`config.mk`:
```
export PLATFORM = sky130hd
export DESIGN_NAME = pipeline_control
export DESIGN_NICKNAME = d
export VERILOG_FILES = /design/src/rtl/pipeline_control.sv
export SDC_FILE = /design/constraint.sdc
export NUM_CORES = 1
export LEC_CHECK = 0
export ABC_AREA = 1
export BUFFER_PORTS_ARGS = -buffer_cell sky130_fd_sc_hd__buf_2
export CAP_MARGIN = 40
export CORE_MARGIN = 2
export CORE_UTILIZATION = 35
export CTS_CLUSTER_DIAMETER = 60
export DETAILED_ROUTE_END_ITERATION = 16
export GPL_ROUTABILITY_DRIVEN = 1
export RECOVER_POWER = 100
export SETUP_SLACK_MARGIN = 0.05
export SLEW_MARGIN = 20
export SYNTH_ARGS = -nofsm -noshare
export SYNTH_HDL_FRONTEND = slang
export SYNTH_SLANG_ARGS = --single-unit
```
`constraint.sdc`:
```
create_clock -name clk -period 2.42 [get_ports clk]
set_input_delay 0.484 -clock clk [delete_from_list [all_inputs] [get_ports clk]]
set_output_delay 0.484 -clock clk [all_outputs]
set_load 0.02 [all_outputs]
```
`src/rtl/pipeline_control.sv`:
```
// Sequencing and hazard controller for the IF/ID/EX/WB pipeline around the execution stage.
// Interlocks on register RAW hazards, squashes wrong-path work on taken branches, drains on HALT.
module pipeline_control (
  input  logic       clk,
  input  logic       rst,
  input  logic       start,
  input  logic       id_halt,
  input  logic [3:0] id_rs1,
  input  logic [3:0] id_rs2,
  input  logic       id_use1,
  input  logic       id_use2,
  input  logic       id_wes,
  input  logic [3:0] id_dest,
  input  logic       id_branch,
  input  logic       bj,
  output logic       pc_we,
  output logic       pc_sel,
  output logic       if_id_we,
  output logic       if_id_kill,
  output logic       id_ex_kill,
  output logic       wb_we,
  output logic [1:0] state,
  output logic       busy
);

  localparam logic [1:0] S_IDLE  = 2'b00;
  localparam logic [1:0] S_RUN   = 2'b01;
  localparam logic [1:0] S_DRAIN = 2'b10;
  localparam logic [1:0] S_HALT  = 2'b11;

  logic [1:0] state_q, state_d;
  logic       id_v_q, id_v_d;
  logic       ex_v_q, ex_v_d;
  logic       ex_we_q, ex_we_d;
  logic [3:0] ex_dest_q, ex_dest_d;
  logic       ex_br_q, ex_br_d;
  logic       wb_v_q, wb_v_d;
  logic       wb_we_q, wb_we_d;
  logic [3:0] wb_dest_q, wb_dest_d;

  logic [15:0] pend;
  logic        hz, tk, in_run;
  logic        go_tk, go_hz, go_halt, go_norm;

  // One bit per register number: a write to it is still in flight in EX or WB.
  generate
    for (genvar gi = 0; gi < 16; gi++) begin : g_pend
      assign pend[gi] = (ex_v_q && ex_we_q && (ex_dest_q == 4'(gi))) ||
                        (wb_v_q && wb_we_q && (wb_dest_q == 4'(gi)));
    end
  endgenerate

  always_comb begin
    hz      = id_v_q && ((id_use1 && pend[id_rs1]) || (id_use2 && pend[id_rs2]));
    tk      = ex_v_q && ex_br_q && bj;
    in_run  = (state_q == S_RUN);
    go_tk   = in_run && tk;
    go_hz   = in_run && !tk && hz;
    go_halt = in_run && !tk && !hz && id_v_q && id_halt;
    go_norm = in_run && !tk && !hz && !(id_v_q && id_halt);
  end

  always_ff @(posedge clk or posedge rst) begin
    if (rst) begin
      state_q   <= S_IDLE;
      id_v_q    <= 1'b0;
      ex_v_q    <= 1'b0;
      ex_we_q   <= 1'b0;
      ex_dest_q <= 4'd0;
      ex_br_q   <= 1'b0;
      wb_v_q    <= 1'b0;
      wb_we_q   <= 1'b0;
      wb_dest_q <= 4'd0;
    end else begin
      state_q   <= state_d;
      id_v_q    <= id_v_d;
      ex_v_q    <= ex_v_d;
      ex_we_q   <= ex_we_d;
      ex_dest_q <= ex_dest_d;
      ex_br_q   <= ex_br_d;
      wb_v_q    <= wb_v_d;
      wb_we_q   <= wb_we_d;
      wb_dest_q <= wb_dest_d;
    end
  end

  always_comb begin
    state_d = state_q;
    case (state_q)
      S_IDLE, S_HALT: if (start) state_d = S_RUN;
      S_RUN:          if (go_halt) state_d = S_DRAIN;
      S_DRAIN:        if (!ex_v_q && !wb_v_q) state_d = S_HALT;
      default:        state_d = S_IDLE;
    endcase
  end

  always_comb begin
    id_v_d    = id_v_q;
    ex_v_d    = ex_v_q;
    ex_we_d   = ex_we_q;
    ex_dest_d = ex_dest_q;
    ex_br_d   = ex_br_q;
    wb_v_d    = wb_v_q;
    wb_we_d   = wb_we_q;
    wb_dest_d = wb_dest_q;
    if (state_q == S_RUN || state_q == S_DRAIN) begin
      // WB always inherits EX; EX becomes a bubble unless ID advances normally.
      wb_v_d    = ex_v_q;
      wb_we_d   = ex_we_q;
      wb_dest_d = ex_dest_q;
      ex_v_d    = 1'b0;
      if (go_norm) begin
        id_v_d    = 1'b1;
        ex_v_d    = id_v_q;
        ex_we_d   = id_wes;
        ex_dest_d = id_dest;
        ex_br_d   = id_branch;
      end else if (!go_hz) begin
        id_v_d = 1'b0;
      end
    end else begin
      id_v_d = 1'b0;
      ex_v_d = 1'b0;
      wb_v_d = 1'b0;
    end
  end

  always_comb begin
    pc_we      = 1'b0;
    pc_sel     = 1'b0;
    if_id_we   = 1'b0;
    if_id_kill = 1'b0;
    id_ex_kill = 1'b0;
    if (go_tk) begin
      pc_we      = 1'b1;
      pc_sel     = 1'b1;
      if_id_kill = 1'b1;
      id_ex_kill = 1'b1;
    end else if (go_hz) begin
      id_ex_kill = 1'b1;
    end else if (go_halt) begin
      if_id_kill = 1'b1;
      id_ex_kill = 1'b1;
    end else if (go_norm) begin
      pc_we    = 1'b1;
      if_id_we = 1'b1;
    end else if (state_q == S_DRAIN) begin
      id_ex_kill = 1'b1;
    end
    wb_we = wb_v_q && wb_we_q;
    state = state_q;
    busy  = (state_q == S_RUN) || (state_q == S_DRAIN);
  end

endmodule
```
======== Yosys cells after proc, flatten, opt, wreduce, memory -nomap -nowiden ========
Index checks and enable logic that the tools add are counted.
storage, ports and cells
  bits in registers ....................... 16
  logic and storage cells ................. 153
cells by class
  magnitude comparators ................... 2
  equality and inequality tests ........... 37
  multiplexer cells ....................... 28
  reduce and logical (&&, ||, !) cells .... 77
operator list
  cell                                                    count
  == test 4 bit (second input constant)                   16
  logical AND 1 bit                                       48
  == test 4 x 3 -> 1 bit (second input constant)          8
  2-to-1 mux 1 bit                                        22
  logical OR 1 bit                                        18
  == test 4 x 2 -> 1 bit (second input constant)          4
  < comparator 4 x 5 -> 1 bit (second input constant)     2
  binary-select mux 1 bit (select 4 bit)                  2
  == test 4 x 1 -> 1 bit (second input constant)          2
  zero test 4 bit                                         2
  2-to-1 mux 2 bit                                        3
  one-hot mux 2 bit (3 select lines)                      1
  zero test 1 bit                                         5
  == test 2 bit (second input constant)                   2
  inequality test 2 bit (second input constant)           2
  inequality test 3 x 2 -> 1 bit (second input constant)  1
  AND reduction 3 bit                                     1
  == test 2 x 1 -> 1 bit (second input constant)          1
  zero test 2 bit                                         1
  inequality test 2 x 1 -> 1 bit (second input constant)  1
  AND reduction 2 bit                                     1
  OR reduction 2 bit                                      1

======== Depth between registers and ports, before layout ========
  depth after elaboration ................. 15
  depth in mapped cells ................... 17
  depth with buffers taken out ............ 17

======== Least setup slack after synthesis ========
Ideal clock, no wire load.
  kind .................................... register -> output
  start point ............................. register wb_v_q
  end point ............................... output pc_we
  arrival ................................. 1.646 ns
  slack ................................... 0.290 ns
  stages on the path, launching flop included .. 15
  buffers on the path ..................... 1
  path through ............................ dfrtp_1 nand2_2 inv_2 buf_6 nand3_1 nand2_1 nand2_1 nand3_1 nand3_1 nand3_1 nand3_2 nand2_2 a21oi_4 nand2_1 nand2_1
between the ends
  word-level cells in the longest chain between the ends .. 15
  elaborated cells between the ends (all ways) .. 51
ends and longest elaborated chain
  item                                                   line     source
  from (decl)                                            37       logic wb_v_q, wb_v_d;
  from (signal assigned)                                 81       wb_v_q <= wb_v_d;
  logical AND 1 bit *                                    n/a
  via wb_we                                              21       output logic wb_we,
  logical AND 1 bit                                      49       (wb_v_q && wb_we_q && (wb_dest_q == 4'(gi)));
  logical OR 1 bit                                       48       assign pend[gi] = (ex_v_q && ex_we_q && (ex_dest_q == 4'(gi))) ||
  binary-select mux 1 bit (select 4 bit)                 54       hz = id_v_q && ((id_use1 && pend[id_rs1]) || (id_use2 && pend[id_rs2]));
  2-to-1 mux 1 bit (implied by the code)                 54
  logical AND 1 bit                                      54
  logical OR 1 bit *                                     54
  logical AND 1 bit *                                    54
  zero test 1 bit                                        59, 60
  logical AND 1 bit                                      59, 60
  logical AND 1 bit, on equally long branches            60, 59
  2-to-1 mux 1 bit or logical AND 1 bit (tied branches)  144, 59
  2-to-1 mux 1 bit                                       141      end else if (go_halt) begin
  2-to-1 mux 1 bit *                                     139      end else if (go_hz) begin
  2-to-1 mux 1 bit *                                     134      if (go_tk) begin
  to (decl)                                              16       output logic pc_we,
Mark *: on every way through the listed nets, which the timed path passes. The rest lies on a longest branch. The select of a mux whose other input is x is not followed.

======== Worst setup path in the final report ========
  start point ............................. register wb_dest_q[0]
  end point ............................... output id_ex_kill
between the ends
  word-level cells in the longest chain between the ends .. 15
  elaborated cells between the ends (all ways) .. 66
ends and longest elaborated chain
  item                                                   line     source
  from (decl)                                            39       logic [3:0] wb_dest_q, wb_dest_d;
  from (signal assigned)                                 83       wb_dest_q <= wb_dest_d;
  == test 4 x 1 -> 1 bit, or another cell as far along   49
  logical AND 1 bit                                      49
  logical OR 1 bit                                       48
  binary-select mux 1 bit (select 4 bit)                 54
  2-to-1 mux 1 bit (implied by the code)                 54
  logical AND 1 bit                                      54
  logical OR 1 bit *                                     54
  logical AND 1 bit *                                    54
  zero test 1 bit                                        59, 60
  logical AND 1 bit                                      59, 60
  logical AND 1 bit, on equally long branches            60, 59
  2-to-1 mux 1 bit or logical AND 1 bit (tied branches)  144, 59
  2-to-1 mux 1 bit                                       141
  2-to-1 mux 1 bit *                                     139
  2-to-1 mux 1 bit *                                     134
  to (decl)                                              20       output logic id_ex_kill,
Mark *: on every way between the ends. The rest lies on a longest branch, timed or not. The select of a mux whose other input is x is not followed.

==> reports/qor.csv <==
stage;metric;value;unit
timing;finalWorstSetupSlack;-0.08115;ns
yosys;syn_area_per_cell;5.989;µm²
grt;grt-ovfl-total;0;
die;fp.dieArea;4708;µm²
final_layout;final_layout_size_suffix_gt1_share;38.81;%
timing;report.final.hold_viol_count;0;
timing;slew_headroom;60.39;%
worst_setup_path;critPathRequiredTime;1.94;ns
die;dieHeight;68.62;µm
final_layout;layout.nets;312;
worst_setup_path;reg2reg_depth;16;
yosys;ys_ff_latch;16;
routing;first_pass_iters;6;
placed_design;dp_cells;323;
run_status;violations;setup timing;
final_layout;diodes;0;
timing;fin_crit_sh;103.4;%
worst_setup_path;critPathArrivalTime;2.02;ns
yosys;synthesis.area;1461;µm²
clocking;clock_sinks;16;
hold_path;hold_class;primary input to asynchronous set/reset pin;
routing;vias;1716;
timing;fmax;399.8;MHz
final_layout;nFillCells;403;
timing;finClkSkew;0.002124;ns
run_status;status;complete, but fails checks;
grt;grt_pass1_wl;6727;µm
yosys;yosysSeqAreaShare;27.40;%
timing;rsz0062_at_grt;true;
timing;hold_ws;0.2928;ns
grt;grtUsageTotal;18.41;%
routing;viasPerCell;5.107;
grt;grt_max_degree;17;
yosys;syn_nets;269;
yosys;postSynthCellCount;244;
worst_setup_path;r2r_start;ex_dest_q[0];
clocking;htree_levels;1;
clocking;root_buffer;clkbuf_8;
die;initial_core_util;36.53;%
final_layout;syn_to_final_growth;38.70;%
final_layout;final_cell_count_no_fill;336;
routing;route.antenna.remaining_nets;0;
timing;fin_crit;2.501;ns
placed_design;place_hpwl;3097;µm
clocking;cts_made_buffers;3;
die;io_pins;30;
placed_design;gp_congestion;0.8776;
die;die_w;68.62;µm
timing;drv_slew;0;
yosys;synthDistinctLibCells;20;
die;core;4000;µm²
clocking;clk_pin_slew;0.06;ns
final_layout;postLayoutCoreUtil;50.67;%
grt;antenna_found_initial;0;
power;p_leak;1.014;nW
timing;worstMarginPinSlew;0.5934;ns
power;powerDensity;979.0;nW/µm²
placed_design;port_buffers;29;
clocking;cts_tree;done;
routing;wl_per_cell;12.27;µm
grt;grt_pass1_vias;1511;
clocking;clock_latency;0.24;ns
worst_setup_path;crit_start;wb_dest_q[0];
power;peakVddDrop;0.0006647;V
worst_setup_path;crit_type;flop to output pin;
routing;finalWirelength;4122;µm
die;rows;23;
worst_setup_path;worstSetupEndpointType;output pin;
flow_run;max-cap-violations;0;
yosys;yosys_warnings;0;
worst_setup_path;critical_path.max_fanout;5;
clocking;clk_path_buf_depth;2;
worst_setup_path;rrSetupSlack;0.27;ns
worst_setup_path;worst_r2r_endpoint;ex_dest_q[0];
routing;drtIter0Drc;175;
timing;setup_viol;4;
routing;drcViolationCount;0;
worst_setup_path;startpoint_type;flop;
final cells by class:
| cell class | instances | area [µm²] | share of cell area, % |
|---|---|---|---|
| Sequential cell | 16 | 410.4 | 20.25 |
| Clock buffer | 4 | 55.05 | 2.716 |
| Multi-Input combinational cell | 193 | 1124 | 55.43 |
| Inverter | 32 | 125.1 | 6.173 |
| Timing Repair Buffer | 41 | 250.2 | 12.35 |
| Tap cell | 50 | 62.56 | 3.086 |
cells by family after synthesis:
kind of cell / count (synthesis) / synth area share, %
fa+ha+maj: 4 / 3.425
compound gates: 8 / 3.681
simple gates: 181 / 55.91
flops: 16 / 27.40
buf+inv: 35 / 9.588
layer usage:
layer,global-route usage (%),vias up,share of wire (%)
met5,0,-,0
met4,4.250,0,0.44
met3,1.786,2,5.2
met2,32.09,61,51
met1,24.42,784,44
li1,-,869,-
state kept, by name (all words and copies together) (netlist names):
signal and cells:
ex_v_q 1, ex_br_q 1, state 2, ex_we_q 1, id_v_q 1, wb_we_q 1
wb_v_q 1, ex_dest_q 4, wb_dest_q 4
power by group:
group	switching (mW)	internal [mW]
Combinational	0.723	0.434
Sequential	0.201	0.395
Clock	0.0875	0.144
cells in the final DEF, fill, tap and decap left out:
cell type / n
nor2_2: 3
buf_4: 11
clkbuf_1: 6
buf_2: 20
inv_6: 1
clkbuf_8: 4
ha_1: 4
nand3_2: 14
nand4_1: 8
nand3b_1: 1
inv_1: 22
nor2_4: 13
dfrtp_1: 8
buf_6: 4
o21a_1: 1
nand2_2: 20
inv_2: 9
nor2_1: 1
o21ai_0: 6
dfrtp_2: 8
a21oi_4: 1
nand3_1: 41
nand2_1: 77
nand2_4: 3
worst max path at each step:
stage	endpoint	slack, ns	cells after the start
floorplan	pc_we	0.29	14
CTS	id_ex_kill	-0.06	15
global route	id_ex_kill	-0.25	14
global placement	id_ex_kill	0.08	15
detailed placement	id_ex_kill	0.1	15
finish	id_ex_kill	-0.08	14
stage by stage:
stage	setup slack (ns)	setup TNS, ns	instance area [µm²]	total power, mW
6_report	-0.08115	-0.1795	2027	1.984
5_1_grt	-0.2524	-0.7660	2027	2.159
4_1_cts	-0.05800	-0.1077	1871	1.853
3_5_place_dp	0.09610	0	1672	1.457
3_3_place_gp	0.08418	0	1672	1.459
2_1_floorplan	0.2902	0	1461	1.175
cells in the mapped netlist (all sizes together):
master / n / area (µm²)
ha: 4 / 50.05
o21ai: 6 / 30.02
buf: 2 / 16.26
inv: 32 / 120.1
nand3b: 1 / 7.510
nand3: 55 / 297.8
a21oi: 1 / 16.27
nand4: 8 / 50.05
nor2: 17 / 71.32
nand2: 100 / 390.4
dfrtp: 16 / 400.4
clkbuf: 1 / 3.750
o21a: 1 / 7.510
worst max-delay path, cell delays in order, from the launching register on:
cell and delay (ns):
dfrtp_2 0.46, inv_2 0.07, nor2_4 0.20, nand3_2 0.11
nand2_2 0.09, nand2_1 0.05, nand3_1 0.06, nand3_1 0.07
nand3_1 0.09, nand3_2 0.10, nand2_4 0.10, nand2_2 0.05
nand3_2 0.08, nand4_1 0.08, buf_4 0.16
repair_timing:
item | 4_1_cts | 5_1_grt
pin swaps | 11 | 15
hold buffers | 0 | 0
setup endpoints to repair | 4 | 4
buffers inserted | 6 | 3
resized for setup | 35 | 50
Power figures use the tool's default switching activity.
